--- config.mk ---
export PLATFORM = sky130hd
export DESIGN_NAME = io_debounce_bank
export DESIGN_NICKNAME = d
export VERILOG_FILES = /design/src/rtl/io_debounce_bank_pkg.sv /design/src/rtl/io_debounce_chan.sv /design/src/rtl/io_debounce_bank.sv
export SDC_FILE = /design/constraint.sdc
export NUM_CORES = 1
export LEC_CHECK = 0
export ABC_AREA = 1
export CAP_MARGIN = 15
export CORE_ASPECT_RATIO = 2
export CORE_UTILIZATION = 45
export CTS_BUF_LIST = sky130_fd_sc_hd__clkbuf_8
export DETAILED_ROUTE_END_ITERATION = 10
export GPL_TIMING_DRIVEN = 1
export SKIP_LAST_GASP = 1
export SYNTH_ARGS = -nofsm -noshare
export SYNTH_HDL_FRONTEND = slang
export SYNTH_SLANG_ARGS = --single-unit
--- constraint.sdc ---
create_clock -name i_clk -period 2.1 [get_ports i_clk]
set_clock_uncertainty 0.2 [all_clocks]
set_input_delay 0.315 -clock i_clk [delete_from_list [all_inputs] [get_ports i_clk]]
set_output_delay 0.315 -clock i_clk [all_outputs]
set_load 0.1 [all_outputs]
--- src/rtl/io_debounce_bank_pkg.sv ---
// io_debounce_bank_pkg
//   Shared definitions for the debounce bank: the default sample tick rate
//   and a width helper for counters that must hold the values 0..max_val.
package io_debounce_bank_pkg;

  localparam int unsigned IO_DEFAULT_TICK_HZ = 1000;

  // Bits needed to represent 0..max_val; never less than one bit.
  function automatic int unsigned cnt_width(input int unsigned max_val);
    return (max_val < 1) ? 1 : $clog2(max_val + 1);
  endfunction

endpackage

--- src/rtl/io_debounce_chan.sv ---
// io_debounce_chan
//   One debounce channel: two-flop synchroniser, tick-counted stability
//   filter, debounced level and one-cycle rise/fall strobes.
// Ports
//   i_clk, i_rst_n : clock, asynchronous active-low reset
//   i_en           : 0 freezes the filter and discards progress
//   i_tick         : shared sample tick from the prescaler
//   i_in           : raw asynchronous input
//   o_level        : debounced level
//   o_rise/o_fall  : one-cycle strobes in the first cycle o_level changes
module io_debounce_chan
  import io_debounce_bank_pkg::*;
#(
  parameter int unsigned PARAM_DEBOUNCE_TICKS = 10,
  parameter logic        PARAM_INIT_LEVEL     = 1'b0
) (
  input  logic i_clk,
  input  logic i_rst_n,
  input  logic i_en,
  input  logic i_tick,
  input  logic i_in,
  output logic o_level,
  output logic o_rise,
  output logic o_fall
);

  localparam int unsigned CW = cnt_width(PARAM_DEBOUNCE_TICKS);

  logic          s0_q, s1_q;
  logic [CW-1:0] cnt_q, cnt_d;
  logic          level_q, level_d;
  logic          rise_q, rise_d;
  logic          fall_q, fall_d;

  // Any cycle where the synchronised input agrees with the accepted level
  // cancels progress, so a bounce back restarts the full window.
  always_comb begin
    cnt_d   = cnt_q;
    level_d = level_q;
    rise_d  = 1'b0;
    fall_d  = 1'b0;
    if (s1_q == level_q) begin
      cnt_d = '0;
    end else if (!i_en) begin
      cnt_d = '0;
    end else if (i_tick && (cnt_q == CW'(PARAM_DEBOUNCE_TICKS - 1))) begin
      level_d = s1_q;
      cnt_d   = '0;
      rise_d  = s1_q;
      fall_d  = ~s1_q;
    end else if (i_tick) begin
      cnt_d = cnt_q + CW'(1);
    end
  end

  always_ff @(posedge i_clk or negedge i_rst_n) begin
    if (!i_rst_n) begin
      s0_q    <= PARAM_INIT_LEVEL;
      s1_q    <= PARAM_INIT_LEVEL;
      cnt_q   <= '0;
      level_q <= PARAM_INIT_LEVEL;
      rise_q  <= 1'b0;
      fall_q  <= 1'b0;
    end else begin
      s0_q    <= i_in;
      s1_q    <= s0_q;
      cnt_q   <= cnt_d;
      level_q <= level_d;
      rise_q  <= rise_d;
      fall_q  <= fall_d;
    end
  end

  assign o_level = level_q;
  assign o_rise  = rise_q;
  assign o_fall  = fall_q;

endmodule

--- src/rtl/io_debounce_bank.sv ---
// io_debounce_bank
//   Multi-channel debouncer for mechanical inputs. A single prescaler
//   generates a one-cycle sample tick every DIV = PARAM_FREQ/PARAM_TICK_HZ
//   cycles; every channel filters against that shared tick.
// Ports
//   i_clk, i_rst_n : clock, asynchronous active-low reset
//   i_en           : 1 = filtering active, 0 = prescaler held, progress cleared
//   i_in[N]        : raw asynchronous inputs
//   o_level[N]     : debounced levels
//   o_rise/o_fall  : per-channel one-cycle acceptance strobes
//   o_any          : OR of all strobes, same cycle
module io_debounce_bank
  import io_debounce_bank_pkg::*;
#(
  parameter int unsigned PARAM_FREQ           = 10000000,
  parameter int unsigned PARAM_TICK_HZ        = IO_DEFAULT_TICK_HZ,
  parameter int unsigned PARAM_DEBOUNCE_TICKS = 10,
  parameter int unsigned PARAM_CHANNELS       = 4,
  parameter logic [PARAM_CHANNELS-1:0] PARAM_INIT_LEVEL = '0
) (
  input  logic                      i_clk,
  input  logic                      i_rst_n,
  input  logic                      i_en,
  input  logic [PARAM_CHANNELS-1:0] i_in,
  output logic [PARAM_CHANNELS-1:0] o_level,
  output logic [PARAM_CHANNELS-1:0] o_rise,
  output logic [PARAM_CHANNELS-1:0] o_fall,
  output logic                      o_any
);

  localparam int unsigned DIV = PARAM_FREQ / PARAM_TICK_HZ;
  localparam int unsigned PW  = cnt_width(DIV - 1);

  if (DIV < 2) begin : g_bad_div
    $error("io_debounce_bank: PARAM_FREQ/PARAM_TICK_HZ must be >= 2");
  end
  if (PARAM_DEBOUNCE_TICKS < 1) begin : g_bad_dt
    $error("io_debounce_bank: PARAM_DEBOUNCE_TICKS must be >= 1");
  end
  if (PARAM_CHANNELS < 1) begin : g_bad_ch
    $error("io_debounce_bank: PARAM_CHANNELS must be >= 1");
  end

  logic [PW-1:0] pre_q, pre_d;
  logic          tick;

  // Held at zero while disabled so re-enabling always starts a full period.
  always_comb begin
    tick  = 1'b0;
    pre_d = '0;
    if (i_en) begin
      if (pre_q == PW'(DIV - 1)) begin
        tick  = 1'b1;
        pre_d = '0;
      end else begin
        pre_d = pre_q + PW'(1);
      end
    end
  end

  always_ff @(posedge i_clk or negedge i_rst_n) begin
    if (!i_rst_n) begin
      pre_q <= '0;
    end else begin
      pre_q <= pre_d;
    end
  end

  for (genvar g = 0; g < PARAM_CHANNELS; g++) begin : g_chan
    io_debounce_chan #(
      .PARAM_DEBOUNCE_TICKS (PARAM_DEBOUNCE_TICKS),
      .PARAM_INIT_LEVEL     (PARAM_INIT_LEVEL[g])
    ) u_chan (
      .i_clk   (i_clk),
      .i_rst_n (i_rst_n),
      .i_en    (i_en),
      .i_tick  (tick),
      .i_in    (i_in[g]),
      .o_level (o_level[g]),
      .o_rise  (o_rise[g]),
      .o_fall  (o_fall[g])
    );
  end

  assign o_any = |(o_rise | o_fall);

endmodule

==> results.ini <==
[placement]
placedInstanceArea_um2=2670
hpwlAfterDp_mm=3.62
place_congestion=0.773
port_buffers=19

[sta]
maxSlewHeadroom_pct=74.7
fin_crit_sh_pct=88.1
tns_ns=0
rsz0062_at_grt=false
hold_viol=0
worst_slew_pin_slew_ns=0.379
setup_viol=0
slew_viol_final=0
period_needed_ns=1.85
max_clock_freq_mhz=540

[critical_path]
required_ns=2.09
critical_path.most_common_cell=nand2_1
path_cells=ha_1 -> nand3_1 -> nor2_2 -> nand2_4 -> nor2_8 -> nand2_1 -> nand2_1 -> o21ai_1
arrival_ns=1.84
start_kind=flip-flop
max_stage_delay_ns=0.43
slowest_stage=dfrtp_1
crit_fanout=7
worstSetupEndpointType=flip-flop
critPathKind=reg -> reg
rrSetupSlack_ns=0.25

[grt]
grt_pass1_vias=1873
grt_antenna_before_repair=0
grt-ovfl-total=0
grt_max_degree=19
track_usage_pct=19.4
grt_pass1_wl_mm=8.22

[cts]
ctsRootBufferMaster=clkbuf_8
cts_resized=0
h-tree-depth=2
insertion_delay_ns=0.31
post_cts_buffers=0
cts_tree=yes
cts.sinks=50
clockBufferDepth=2
clkTransAtPathRegs_ns=0.09
cts-buffers-inserted=5
postCtsHoldBufs=1

[yosys]
synth-edff-count=0
ys_types=28
ys_warn_count=0
synth_ff_type=dfrtp_1
async_flop_share_pct=100
syn_area_per_cell_um2=8.36
netlist_area_um2=2490
synth_seq_area_share_pct=50.2
syn-num-nets=314
synthCells=298
ys_ff_latch=50

[run]
cap_violations=0

[floorplanning]
start_util_pct=46.4
core_um2=5370
die_h_um=107
die_width_um=54.6
io_pins=20
die-area_um2=5860
row_count=38

[cells_and_area]
drive_above_1_share_pct=12.0
finish.net_count=331
final_cell_area_um2=2800
multiInputGateArea_um2=972
regArea_um2=1250
diodes=0
area_growth_pct=12.2
fillers=506

[pwr]
powerDensity_nw_per_um2=633
p_switching_uw=407
p_sw_share_pct=23.0
power_frac_comb_pct=5.0
internal-power_mw=1.36
pwr-share-seq_pct=55.8
ir_worst_vdd_uv=436
p_clk_share_pct=39.1
leakagePower_nw=1.45

[hold_path]
min_path_type=reg -> reg

[route]
viasPerCell=4.98
ant_nets=0
drtIter0Drc=36
finalWirelength_mm=4.63
drc=0
first_pass_iters=4
routedWlPerCell_um=12.3
via_count=1873

[run_status]
outcome=finished clean

==> cells in the mapped netlist, types with 3 or more instances <==
master   count  area (µm²)
or2_2        3        18.8
buf_4       12        90.1
inv_1       44         165
o21ai_0      8        40.0
nor3_1       6        30.0
nand4_1      3        18.8
a21oi_1     16        80.1
nand2_2      3        18.8
nand2_1     60         225
nor2_1      32         120
xor2_1       3        26.3
o21ai_1      6        30.0
nand3_1     25         125
ha_1         9         113
dfrtp_1     50        1250
==> final timing paths <==
path	depth (start not counted)	end	start
worst max-delay path	8	g_chan[0].u_chan.cnt_q[0]	pre_q[0]
worst min-delay path	0	g_chan[0].u_chan.s1_q	g_chan[0].u_chan.s0_q
worst max register to register	8	g_chan[0].u_chan.cnt_q[0]	pre_q[0]
worst min register to register	0	g_chan[0].u_chan.s1_q	g_chan[0].u_chan.s0_q
max in group asynchronous	3	pre_q[6]	i_rst_n
min in group asynchronous	2	g_chan[2].u_chan.cnt_q[1]	i_rst_n
==> final cells by class <==
class | instances | share of cell area (%)
Timing Repair Buffer | 23 | 7.52
Multi-Input combinational cell | 189 | 34.8
Inverter | 46 | 6.18
Tap cell | 60 | 2.69
Sequential cell | 50 | 44.8
Clock inverter | 3 | 1.61
Clock buffer | 5 | 2.46
==> critical path: cells and delay by family, from the launching register on <==
kind                       cells  cell delay, ns
and+or+nand+nor                6            0.82
DFF                            1            0.43
adders and majority gates      1            0.21
AOI/OAI and AO/OA              1            0.07
==> flip-flops by register name, indices dropped and copies added, names as in the netlist <==
signal	count
g_chan.u_chan.cnt_q	16
g_chan.u_chan.s0_q	4
pre_q	14
g_chan.u_chan.o_rise	4
g_chan.u_chan.o_fall	4
g_chan.u_chan.s1_q	4
g_chan.u_chan.o_level	4
==> power by group through the flow <==
stage / logic (mW) / clock network, mW / registers, mW
detailed placement: 0.0907 / 0 / 1.01
finish: 0.0893 / 0.692 / 0.987
global route: 0.105 / 0.743 / 0.990
global placement: 0.0901 / 0 / 1.01
floorplan: 0.0438 / 0 / 1.00
CTS: 0.0924 / 0.704 / 0.987
==> layer usage <==
metal	share of wire (%)	global-route usage (%)
met1	41	21.7
met2	55	33.5
met3	2.0	3.55
met4	2.1	8.61
met5	0	0
==> placed cells by master (no fill, tap or decap), types with 5 or more instances in the layout <==
| master | netlist | layout |
|---|---|---|
| a21oi_1 | 16 | 16 |
| buf_4 | 12 | 14 |
| clkbuf_8 | 0 | 5 |
| clkdlybuf4s50_1 | 0 | 5 |
| dfrtp_1 | 50 | 50 |
| ha_1 | 9 | 9 |
| inv_1 | 44 | 44 |
| nand2_1 | 60 | 60 |
| nand3_1 | 25 | 25 |
| nor2_1 | 32 | 32 |
| nor3_1 | 6 | 6 |
| o21ai_0 | 8 | 8 |
| o21ai_1 | 6 | 6 |
==> kinds of logic (layout without fill, tap and decap cells) <==
| logic type | count (synthesis) | in the layout | synth area share, % |
|---|---|---|---|
| flops | 50 | 50 | 50.2 |
| simple gates | 140 | 140 | 25.3 |
| compound gates | 35 | 35 | 7.43 |
| fa+ha+maj | 9 | 9 | 4.52 |
| buf+inv | 59 | 77 | 10.7 |
| xor+xnor | 5 | 5 | 1.76 |
==> through the flow <==
step	total power [mW]	hold WS, ns	std cells	setup slack (ns)	utilization (%)
floorplan	1.05	-0.181	298	0.394	-
global placement	1.10	0.0541	367	0.289	49.7
detailed placement	1.10	0.0591	367	0.240	49.7
CTS	1.78	0.158	376	0.229	52.0
global route	1.84	0.169	376	0.0693	52.0
finish	1.77	0.155	376	0.249	52.0
Note: power is estimated with default switching activity, not from simulation.
